<file path="config.mk">
export PLATFORM = sky130hd
export DESIGN_NAME = seg_pattern_decoder
export DESIGN_NICKNAME = d
export VERILOG_FILES = /design/src/rtl/seg_pattern_decoder.sv
export SDC_FILE = /design/constraint.sdc
export NUM_CORES = 1
export LEC_CHECK = 0
export ABC_AREA = 0
export CORE_MARGIN = 2
export CORE_UTILIZATION = 55
export DETAILED_ROUTE_END_ITERATION = 7
export PLACE_DENSITY = 0.77
export SLEW_MARGIN = 10
export SYNTH_ARGS = -nofsm -noshare
export SYNTH_HDL_FRONTEND = slang
export SYNTH_SLANG_ARGS = --single-unit
export TNS_END_PERCENT = 30
</file>
<file path="constraint.sdc">
create_clock -name clk -period 9.2 [get_ports clk]
set_input_delay 2.3 -clock clk [delete_from_list [all_inputs] [get_ports clk]]
set_output_delay 2.3 -clock clk [all_outputs]
set_load 0.05 [all_outputs]
</file>
<file path="src/rtl/seg_pattern_decoder.sv">
// Receive-side 7-segment decoder: synchronizes and debounces a segment bus,
// maps stable patterns to symbol indices, and tracks dwell time and +1 sequencing.
module seg_pattern_decoder #(
    parameter int SYNC_STAGES   = 2,
    parameter int STABLE_CYCLES = 4,
    parameter int DWELL_W       = 26
) (
    input  logic               clk,
    input  logic               rst,
    input  logic [6:0]         seg_in,
    output logic [3:0]         value_out,
    output logic               value_valid,
    output logic               value_err,
    output logic               seq_err,
    output logic               locked,
    output logic [DWELL_W-1:0] dwell_count
);

    localparam int                 STAB_W    = $clog2(STABLE_CYCLES) + 1;
    localparam logic [STAB_W-1:0]  STAB_LAST = STAB_W'(STABLE_CYCLES - 1);
    localparam logic [DWELL_W-1:0] DWELL_MAX = '1;
    localparam logic [DWELL_W-1:0] DWELL_ONE = DWELL_W'(1);
    localparam logic [6:0]         BLANK     = 7'b0000000;

    typedef enum logic [1:0] {IDLE, SETTLE, LOCKED} state_t;

    typedef struct packed {
        logic       legal;
        logic [3:0] idx;
    } dec_t;

    // 1011110 is shared by 10 and 13; it reads as 13 only right after a 12.
    function automatic dec_t decode(input logic [6:0] pat, input logic amb_13);
        dec_t d;
        d.legal = 1'b1;
        d.idx   = 4'd0;
        case (pat)
            7'b0111111: d.idx = 4'd0;
            7'b0000110: d.idx = 4'd1;
            7'b1011011: d.idx = 4'd2;
            7'b1001111: d.idx = 4'd3;
            7'b1100110: d.idx = 4'd4;
            7'b1101101: d.idx = 4'd5;
            7'b1111101: d.idx = 4'd6;
            7'b0000111: d.idx = 4'd7;
            7'b1111111: d.idx = 4'd8;
            7'b1101111: d.idx = 4'd9;
            7'b1011110: d.idx = amb_13 ? 4'd13 : 4'd10;
            7'b0111001: d.idx = 4'd11;
            7'b1110110: d.idx = 4'd12;
            7'b1111011: d.idx = 4'd14;
            7'b1111110: d.idx = 4'd15;
            default:    d.legal = 1'b0;
        endcase
        return d;
    endfunction

    logic [6:0]         sync_p [SYNC_STAGES];
    logic [6:0]         synced;
    logic [6:0]         cand;
    logic [6:0]         cand_next;
    logic [6:0]         last_pat;
    logic [STAB_W-1:0]  stab;
    logic [STAB_W-1:0]  stab_next;
    logic [DWELL_W-1:0] dwell_cnt;
    logic               has_prev;
    logic               accept;
    logic               changed;
    logic               new_sym;
    logic               seq_bad;
    dec_t               dec;
    state_t             state;
    state_t             state_next;

    // Stage p0..pN: metastability synchronizer on the asynchronous bus
    always_ff @(posedge clk or posedge rst) begin
        if (rst) begin
            for (int i = 0; i < SYNC_STAGES; i++) sync_p[i] <= '0;
        end else begin
            sync_p[0] <= seg_in;
            for (int i = 1; i < SYNC_STAGES; i++) sync_p[i] <= sync_p[i-1];
        end
    end

    assign synced = sync_p[SYNC_STAGES-1];

    always_ff @(posedge clk or posedge rst) begin
        if (rst) state <= IDLE;
        else     state <= state_next;
    end

    // Stability qualification: any change of the synced bus restarts settling
    always_comb begin
        state_next = state;
        cand_next  = cand;
        stab_next  = stab;
        accept     = 1'b0;
        if (synced != cand) begin
            cand_next  = synced;
            stab_next  = '0;
            state_next = SETTLE;
        end else if (state == SETTLE) begin
            if (stab == STAB_LAST) begin
                accept     = 1'b1;
                state_next = LOCKED;
            end else begin
                stab_next = stab + 1'b1;
            end
        end
    end

    always_comb begin
        dec     = decode(cand, has_prev && (value_out == 4'd12));
        changed = accept && (cand != last_pat);
        new_sym = changed && (cand != BLANK) && dec.legal;
        seq_bad = has_prev && (dec.idx != value_out + 4'd1);
    end

    // Acceptance: pulses, symbol/lock state and dwell measurement
    always_ff @(posedge clk or posedge rst) begin
        if (rst) begin
            cand        <= '0;
            stab        <= '0;
            last_pat    <= '0;
            dwell_cnt   <= '0;
            has_prev    <= 1'b0;
            value_out   <= '0;
            value_valid <= 1'b0;
            value_err   <= 1'b0;
            seq_err     <= 1'b0;
            locked      <= 1'b0;
            dwell_count <= '0;
        end else begin
            cand        <= cand_next;
            stab        <= stab_next;
            value_valid <= 1'b0;
            value_err   <= 1'b0;
            seq_err     <= 1'b0;

            if (new_sym) begin
                dwell_cnt <= DWELL_ONE;
            end else if (!accept && (dwell_cnt != DWELL_MAX)) begin
                dwell_cnt <= dwell_cnt + 1'b1;
            end

            // Re-accepting the last pattern is glitch recovery and changes nothing.
            if (changed) begin
                last_pat <= cand;
                if (cand == BLANK) begin
                    locked <= 1'b0;
                end else if (dec.legal) begin
                    value_out   <= dec.idx;
                    value_valid <= 1'b1;
                    seq_err     <= seq_bad;
                    dwell_count <= dwell_cnt;
                    has_prev    <= 1'b1;
                    locked      <= 1'b1;
                end else begin
                    value_err <= 1'b1;
                    locked    <= 1'b0;
                end
            end
        end
    end

endmodule

</file>
==> metrics.txt, run 1 <==
starting DRC count in detailed routing 222; WP data arrival 1620 ps; Max Root-Sink Buffers 2; number of I/O port buffers 42; CP max stage cell clkdlybuf4s50_1; CORE AREA 0.00773 sq mm; Final Cell Area 0.00500 sq mm; worst hold start sync_p[9]$_DFF_PP0_; worst reg2reg path depth 7; fin crit share 42.6%; first-pass GRT wire length 13.3 mm; H-tree levels 3; chip width 93.2 microns; Rows 32; status finished clean; GR Overflow Total 0; DIE HEIGHT 93.2 microns; Clock transition at path regs 90 ps; RePlAce Congestion 0.802; Pleak 2.28 nW; Post-Layout Cell Count 520; worst skew pair latency 360 ps; startpoint class of the critical path flop; WL final 7.88 mm; Slew Viols, Final 0; number of antenna diodes 0; Core Util, Final 64.7%; Buf/Inv on CP 1; hold depth 0; Inst Count DP 504; RSZ-0062 raised after global routing no; Fin Setup TNS 0 ps; Async SR Flop Fraction 100%; CP top delay family buffers and inverters; Mapped Area 0.00438 sq mm; postcts setup bufs 0; CTS Buf Count 9; fin nets 427; Slew @ Worst Pin 796 ps; vias in the first global route 2747; Post-synth EDFFs 0; Distinct cells, synth 53; Seq/Total Area, Yosys 53.7%; commonest non-fill, non-tap cell in the layout dfrtp_1; post-cts resize count 0; Fmax 255 MHz; Max IR drop VDD 0.0923 mV; terminus of the critical flop-to-flop path dwell_count[23]$_DFFE_PP0P_; CP Max Fanout 5; P&R area growth vs syn 14.1%; critical setup path kind reg -> out; Power Dens Cells 150 mW/mm^2; Synth Register Bits 94; commonest cells after routing, fill and taps aside dfrtp_1, clkdlybuf4s50_1, nor2_1, xor2_1, nand2_1; Residual DRC 0; Slew HR 46.8%; Initial DRT Pass Iterations 4; dpl hpwl 5.09 mm; pin count of the biggest net entering global routing 65; antenna violations before repair 0; Hold WS 353 ps; layout cells sized above 1 11.0%; max incr delay on CP 830 ps; I/O Pins 43; Detail Route Antenna Nets 0; worst hold endpoint synced[2]$_DFF_PP0_; Yosys warnings 0; root buffer cell clkbuf_8; Mapped Cells 387; vias per cell 5.61; Cell Area, Placed 0.00477 sq mm; clk_skew 8.91 ps; Reg2Reg Setup Slack 5520 ps; syn nets 401; total track usage 19.5%; Worst R2R Start cand[0]$_DFFE_PP0N_; # hold bufs at CTS 0; Hold Violations, Final 0; die area 0.00869 sq mm; Worst setup EP type primary output; Final setup violation count 0; CTS tree built; clock sink count 94; crit-path cells clkdlybuf4s50_1; Worst Path Required 6900 ps; ys flop type dfrtp_1; Initial Utilization 56.7%; average cell area after synthesis 11.3 sq um; Hold WC Path Type reg -> reg; max_cap viols 0; min cycle time layout 3920 ps; via count 2918; DR WL/cell 15.2 microns
[layer usage]
metal / GRT usage, % / vias up / wire [microns]
met4: 7.72 / 0 / 143
met5: 0 / - / 0
met1: 27.6 / 1430 / 3700
met2: 29.6 / 75 / 3700
li1: - / 1400 / -
met3: 4.19 / 13 / 344
[stage by stage]
stage                     setup slack [ps]  power (mW)
after floorplan                       4450       0.452
after global placement                5330       0.459
after detailed placement              5310       0.460
after CTS                             5270       0.757
after global routing                  5200       0.779
final                                 5280       0.750
[flip-flops by register name, indices dropped and copies added, names as in the netlist, 2 cells and up]
register and count:
stab 3, dwell_count 26, last_pat 7, sync_p 7, dwell_cnt 26, value_out 4
cand 7, synced 7, state 2
[synthesized netlist by cell type (10+ instances only)]
cell,count,area [sq um]
mux2_1,13,146
nand3_1,17,85.1
mux2_2,17,191
xor2_1,27,236
nand4_1,13,81.3
o21ai_0,13,65.1
inv_1,10,37.5
nor2_1,30,113
clkbuf_1,17,63.8
nand2_1,25,93.8
dfrtp_1,94,2350
a21oi_1,11,55.1
xnor2_1,13,114
[layout make-up]
type	instances	area [sq um]
Tap cell	102	128
Sequential cell	94	2350
Inverter	11	47.5
Clock inverter	5	81.3
Clock buffer	11	141
Fill cell	604	2730
Timing Repair Buffer	43	428
Multi-Input combinational cell	254	1820
[where the power goes]
group          total, mW  internal (mW)  switching [mW]
Clock              0.299          0.161           0.138
Combinational     0.0252         0.0100          0.0152
Sequential         0.426          0.417         0.00827
[worst max-delay path by stage]
| stage | slack, ps | cells after the start | start | to |
|---|---|---|---|---|
| final | 5280 | 1 | value_out[2]$_DFFE_PP0P_ | value_out[2] |
| after floorplan | 4450 | 1 | rst | cand[0]$_DFFE_PP0N_ |
| after global placement | 5330 | 3 | rst | dwell_count[21]$_DFFE_PP0P_ |
| after CTS | 5270 | 1 | value_out[2]$_DFFE_PP0P_ | value_out[2] |
| after global routing | 5200 | 7 | cand[0]$_DFFE_PP0N_ | dwell_count[14]$_DFFE_PP0P_ |
| after detailed placement | 5310 | 3 | rst | dwell_count[22]$_DFFE_PP0P_ |
[logic make-up (layout without fill, tap and decap cells)]
group	after synthesis	in the layout	share of synthesized area (%)
compound gates	45	45	7.00
fa+ha+maj	5	5	1.43
simple gates	129	129	15.9
mux	35	35	9.20
flops	94	94	53.7
xor+xnor	40	40	8.00
buf+inv	39	70	4.77
(Power assumes the default switching activity.)
==> inputs of run 2 (changes only) <==
- clock period: 9.2 -> 3.7 ns (I/O delays scaled with it)
==> run 2 against run 1 <==
Count of clock-buffer cells in the layout fell by 1. Design area is 0.53% lower. Non-clock buffer count increased by 3. Setup slack got worse by 4500 ps. Cell count is 0.38% higher. Register-to-register slack worse by 4700 ps. Combinational power increased to 2.6 times the previous value. Critical path depth increased by 6.
==> metrics.txt, run 2 (synthesized netlist as in run 1, its figures left out) <==
Residual DRC 0 (unchanged); Worst Path Required 3940 ps (was 6900 ps); Worst R2R Start cand[2]$_DFFE_PP0N_ (was cand[0]$_DFFE_PP0N_); Clock transition at path regs 90 ps (about the same); CORE AREA 0.00773 sq mm (unchanged); PnR Total Power 1.73 mW (was 750 uW); Slew Viols, Final 0 (unchanged); Top Registers dwell_cnt (26), dwell_count (26) (unchanged); critical setup path kind reg -> reg (was reg -> out); Initial Utilization 56.7% (unchanged); H-tree levels 3 (unchanged); Pleak 2.26 nW (was 2.28 nW); vias in the first global route 2785 (was 2747); worst hold start sync_p[12]$_DFF_PP0_ (was sync_p[9]$_DFF_PP0_); status finished clean (unchanged); pin count of the biggest net entering global routing 61 (was 65); commonest non-fill, non-tap cell in the layout dfrtp_1 (unchanged); clk_skew 9.40 ps (was 8.91 ps); chip width 93.2 microns (unchanged); root buffer cell clkbuf_8 (unchanged); die area 0.00869 sq mm (unchanged); Max Root-Sink Buffers 2 (unchanged); Detail Route Antenna Nets 0 (unchanged); Fin Setup TNS 0 ps (unchanged); worst skew pair latency 360 ps (about the same); postcts setup bufs 0 (unchanged); layout cells sized above 1 11.7% (was 11.0%); clock sink count 94 (unchanged); total track usage 19.9% (was 19.5%); via count 2941 (was 2918); fin crit share 77.9%; # hold bufs at CTS 0 (unchanged); Reg2Reg Setup Slack 820 ps (was 5520 ps); terminus of the critical flop-to-flop path dwell_count[10]$_DFFE_PP0P_ (was dwell_count[23]$_DFFE_PP0P_); starting DRC count in detailed routing 176 (was 222); P&R area growth vs syn 13.5% (was 14.1%); number of I/O port buffers 42 (unchanged); WL final 7.92 mm (was 7.88 mm); Slew HR 34.7% (was 46.8%); Hold WS 352 ps (was 353 ps); Fmax 347 MHz; CTS tree built (unchanged); RSZ-0062 raised after global routing no (unchanged); Fillers 601 (was 604); WP data arrival 3120 ps (was 1620 ps); min cycle time layout 2880 ps; worst hold endpoint synced[5]$_DFF_PP0_ (was synced[2]$_DFF_PP0_); Hold WC Path Type reg -> reg (unchanged); Power Dens Cells 348 mW/mm^2 (was 150 mW/mm^2); CTS Buf Count 9 (unchanged); post-cts resize count 0 (unchanged); Worst setup EP type flop (was primary output); max_cap viols 0 (unchanged); GR Overflow Total 0 (unchanged); hold depth 0 (unchanged); Rows 32 (unchanged); fin nets 430 (was 427); RePlAce Congestion 0.849 (was 0.802); antenna violations before repair 0 (unchanged); Max IR drop VDD 0.242 mV (was 0.0923 mV); Hold Violations, Final 0 (unchanged); Initial DRT Pass Iterations 4 (unchanged); startpoint class of the critical path flop (unchanged); I/O Pins 43 (unchanged); first-pass GRT wire length 13.6 mm (was 13.3 mm); vias per cell 5.63 (was 5.61); DIE HEIGHT 93.2 microns (unchanged); Slew @ Worst Pin 978 ps (was 796 ps); worst reg2reg path depth 7 (unchanged); CP Max Fanout 45 (was 5); number of antenna diodes 0 (unchanged); DR WL/cell 15.2 microns (about the same); Final setup violation count 0 (unchanged); commonest cells after routing, fill and taps aside dfrtp_1, clkdlybuf4s50_1, nor2_1, xor2_1, nand2_1 (unchanged); dpl hpwl 5.49 mm (was 5.09 mm)
-- run 2: changes by cell type in the layout (fill, tap and decap cells not counted) --
cell and change:
bufinv_16 -2, clkinvlp_4 +2, inv_6 -1, buf_4 +3
clkinv_4 +1, clkbuf_1 -1
-- run 2: layout make-up --
class                           count  area, sq um  area share [%]
Sequential cell                    94         2350            47.3
Multi-Input combinational cell    254         1820            36.6
Timing Repair Buffer               46          450            9.06
Clock buffer                       10          138            2.77
Tap cell                          102          128            2.57
Inverter                           11         47.5           0.956
Clock inverter                      5         36.3           0.730
-- run 2: how the worst max path moves through the flow --
| stage | start | to | slack [ps] | cells after the start |
|---|---|---|---|---|
| floorplan | rst | cand[0]$_DFFE_PP0N_ | 330 | 1 |
| global placement | cand[2]$_DFFE_PP0N_ | value_out[0]$_DFFE_PP0P_ | 900 | 7 |
| detailed placement | cand[0]$_DFFE_PP0N_ | dwell_count[22]$_DFFE_PP0P_ | 810 | 7 |
| CTS | cand[0]$_DFFE_PP0N_ | dwell_count[22]$_DFFE_PP0P_ | 810 | 7 |
| global route | cand[0]$_DFFE_PP0N_ | dwell_count[23]$_DFFE_PP0P_ | 630 | 7 |
| finish | cand[2]$_DFFE_PP0N_ | dwell_count[10]$_DFFE_PP0P_ | 820 | 7 |
-- run 2: critical path, stage by stage, from the launching register on --
cell and delay (ps):
dfrtp_1 650, xor2_1 190, nor4_4 340, nand4_2 160, or3_4 430, nand2b_4 260, inv_6 340, mux2_1 380
-- run 2: report_power, final --
group	internal [mW]	leakage, nW	switching (mW)
Sequential	1.04	1.25	0.0202
Combinational	0.0263	0.935	0.0400
Clock	0.258	0.0804	0.346
Total	1.32	2.26	0.406
-- run 2: per-stage QoR --
step | area, sq um | utilization [%] | cells | worst slack [ps]
final | 4970 | 64.3 | 522 | 819
after global routing | 4970 | 64.3 | 522 | 630
after CTS | 4970 | 64.3 | 522 | 808
after detailed placement | 4800 | 62.1 | 507 | 815
after global placement | 4800 | 62.1 | 507 | 902
after floorplan | 4380 | - | 387 | 326
-- run 2: layer usage --
metal | part of all wire, % | up-vias | routed length [microns] | track usage, %
met5 | 0 | - | 0 | 0
met4 | 1.6 | 0 | 124 | 7.35
met3 | 4.1 | 14 | 324 | 4.43
met2 | 45 | 73 | 3550 | 28.6
met1 | 49 | 1447 | 3920 | 29.7
li1 | - | 1407 | - | -
==> inputs of run 3 (changes only) <==
- clock period: 3.7 -> 2.8 ns (I/O delays scaled with it)
==> run 3 against run 2 <==
Wire length is 2.1% higher. Design area is 2.1% higher. Setup slack worse by 570 ps. Sequential power is 30% higher. Utilization is 1.4 points higher. Clock skew is 3.8 ps higher. Die area stayed put. Critical endpoint is now dwell_count[24]$_DFFE_PP0P_. Cell count is 1.7% higher. Hold slack hardly changed. Clock power is 44% higher. First-iteration DRC count is 49% higher.
==> metrics.txt, run 3 (synthesized netlist as in run 1, its figures left out) <==
status finished clean (unchanged); Hold Violations, Final 0 (unchanged); Initial Utilization 56.7% (unchanged); CP max stage cell or4b_2 (was dfrtp_1); Clock power frac 36.8% (was 35.0%); H-tree levels 3 (unchanged); switching fraction of total power 22.7% (was 23.5%); Hold WS 353 ps (was 352 ps); hold depth 0 (unchanged); commonest non-fill, non-tap cell in the layout dfrtp_1 (unchanged); layout cells sized above 1 13.1% (was 11.7%); clock sink count 94 (unchanged); internal power 1.83 mW (was 1.32 mW); WP data arrival 2800 ps (was 3120 ps); DR WL/cell 15.2 microns (about the same); dpl hpwl 5.53 mm (was 5.49 mm); max_cap viols 0 (unchanged); number of I/O port buffers 42 (unchanged); multi-input logic area 0.00182 sq mm (unchanged); CTS tree built (unchanged); Max IR drop VDD 0.457 mV (was 0.242 mV); chip width 93.2 microns (unchanged); Initial DRT Pass Iterations 4 (unchanged); I/O Pins 43 (unchanged); min cycle time layout 2550 ps (was 2880 ps); Pleak 2.32 nW (was 2.26 nW); WL final 8.09 mm (was 7.92 mm); P&R area growth vs syn 15.9% (was 13.5%); Psw 536 uW (was 406 uW); Cell Area, Placed 0.00488 sq mm (was 0.00480 sq mm); Fmax 391 MHz (was 347 MHz); Setup WS pre-CTS 238 ps (was 815 ps); CORE AREA 0.00773 sq mm (unchanged); Top Registers dwell_cnt (26), dwell_count (26) (unchanged); max incr delay on CP 730 ps (was 650 ps); postcts setup bufs 0 (unchanged); critical setup path kind reg -> reg (unchanged); sequential cell fraction of total power 58.4% (was 61.2%); fin crit share 91.2% (was 77.9%); total track usage 20.2% (was 19.9%); pin count of the biggest net entering global routing 40 (was 61); DIE HEIGHT 93.2 microns (unchanged); Final Cell Area 0.00508 sq mm (was 0.00497 sq mm); CTS Buf Count 9 (unchanged); Detail Route Antenna Nets 0 (unchanged); Slew @ Worst Pin 672 ps (was 978 ps); startpoint class of the critical path flop (unchanged); Fillers 584 (was 601); worst skew pair latency 360 ps (about the same); Residual DRC 0 (unchanged); root buffer cell clkbuf_8 (unchanged); Slew Viols, Final 0 (unchanged); starting DRC count in detailed routing 263 (was 176); via count 2974 (was 2941); Comb pwr share 4.8% (was 3.8%); number of antenna diodes 0 (unchanged); post-cts resize count 0 (unchanged); Worst Path Required 3040 ps (was 3940 ps); CP Max Fanout 39 (was 45); worst reg2reg path depth 7 (unchanged); Hold WC Path Type reg -> reg (unchanged); Rows 32 (unchanged); crit-path cells or4b_2 > o22ai_1 > a311oi_1 > nand2_1 > nand2b_4 > inv_6 > mux2_2 (was xor2_1 > nor4_4 > nand4_2 > or3_4 > nand2b_4 > inv_6 > mux2_1); commonest cells after routing, fill and taps aside dfrtp_1, clkdlybuf4s50_1, nor2_1, xor2_1, nand2_1 (unchanged); Core Util, Final 65.7% (was 64.3%); # hold bufs at CTS 0 (unchanged); clk_skew 13.2 ps (was 9.40 ps); Fin Setup TNS 0 ps (unchanged); RePlAce Congestion 0.805 (was 0.849); Worst setup EP type flop (unchanged); PnR worst setup slack 245 ps (was 819 ps); Slew HR 55.1% (was 34.7%); storage element area 0.00235 sq mm (unchanged); die area 0.00869 sq mm (unchanged); antenna violations before repair 0 (unchanged); vias in the first global route 2801 (was 2785); first-pass GRT wire length 13.8 mm (was 13.6 mm); Final setup violation count 0 (unchanged); Max Root-Sink Buffers 2 (unchanged); fin nets 438 (was 430); RSZ-0062 raised after global routing no (unchanged); vias per cell 5.60 (was 5.63); Clock transition at path regs 90 ps (about the same); Power Dens Cells 466 mW/mm^2 (was 348 mW/mm^2); GR Overflow Total 0 (unchanged)
[run 3: cell count changes in the layout (fill, tap and decap cells not counted)]
| cell | change |
|---|---|
| buf_12 | +2 |
| buf_4 | +6 |
| bufinv_16 | +1 |
| clkinv_4 | +1 |
| clkinvlp_4 | -1 |
| clkinv_2 | -1 |
| clkbuf_8 | -1 |
| clkbuf_1 | +2 |
[run 3: metrics by stage]
| step | cells | power (mW) |
|---|---|---|
| floorplan | 387 | 1.49 |
| global placement | 515 | 1.52 |
| detailed placement | 515 | 1.52 |
| global route | 531 | 2.47 |
| CTS | 531 | 2.39 |
| finish | 531 | 2.37 |
[run 3: metal layers]
| metal | global-route usage [%] | routed length, microns | up-vias |
|---|---|---|---|
| met5 | 0 | 0 | - |
| met4 | 6.50 | 113 | 0 |
| met3 | 5.00 | 427 | 12 |
| met2 | 29.6 | 3780 | 88 |
| met1 | 29.8 | 3770 | 1454 |
| li1 | - | - | 1420 |
[run 3: path summary, 6_finish.rpt]
check	startpoint	slack, ps	endpoint
hold reg to reg	sync_p[10]$_DFF_PP0_	350	synced[3]$_DFF_PP0_
min in group asynchronous	rst	790	dwell_cnt[3]$_DFFE_PP0P_
setup reg to reg	cand[6]$_DFFE_PP0N_	250	dwell_count[24]$_DFFE_PP0P_
hold / removal	sync_p[10]$_DFF_PP0_	350	synced[3]$_DFF_PP0_
setup / recovery	cand[6]$_DFFE_PP0N_	250	dwell_count[24]$_DFFE_PP0P_
max in group asynchronous	rst	1440	dwell_count[3]$_DFFE_PP0P_
[run 3: area by class of cell]
type / count / area share [%]
repair buffers: 54 / 10.5
clock inverters: 5 / 1.18
well taps: 102 / 2.51
clock buffers: 11 / 2.59
multi-input cells: 254 / 35.8
flip-flops and latches: 94 / 46.3
inverters: 11 / 0.986
[run 3: power by group through the flow]
stage / Clock [mW] / Sequential [mW] / Combinational, mW
after detailed placement: 0 / 1.41 / 0.115
after CTS: 0.895 / 1.38 / 0.115
after floorplan: 0 / 1.41 / 0.0800
final: 0.872 / 1.38 / 0.113
after global routing: 0.962 / 1.39 / 0.126
after global placement: 0 / 1.41 / 0.113
[run 3: worst max-delay path, delay by kind of cell, from the launching register on]
kind                   cells  cell delay (ps)
buffers and inverters      1              250
DFF                        1              530
and+or+nand+nor            3              960
muxes                      1              380
AOI/OAI and AO/OA          2              310
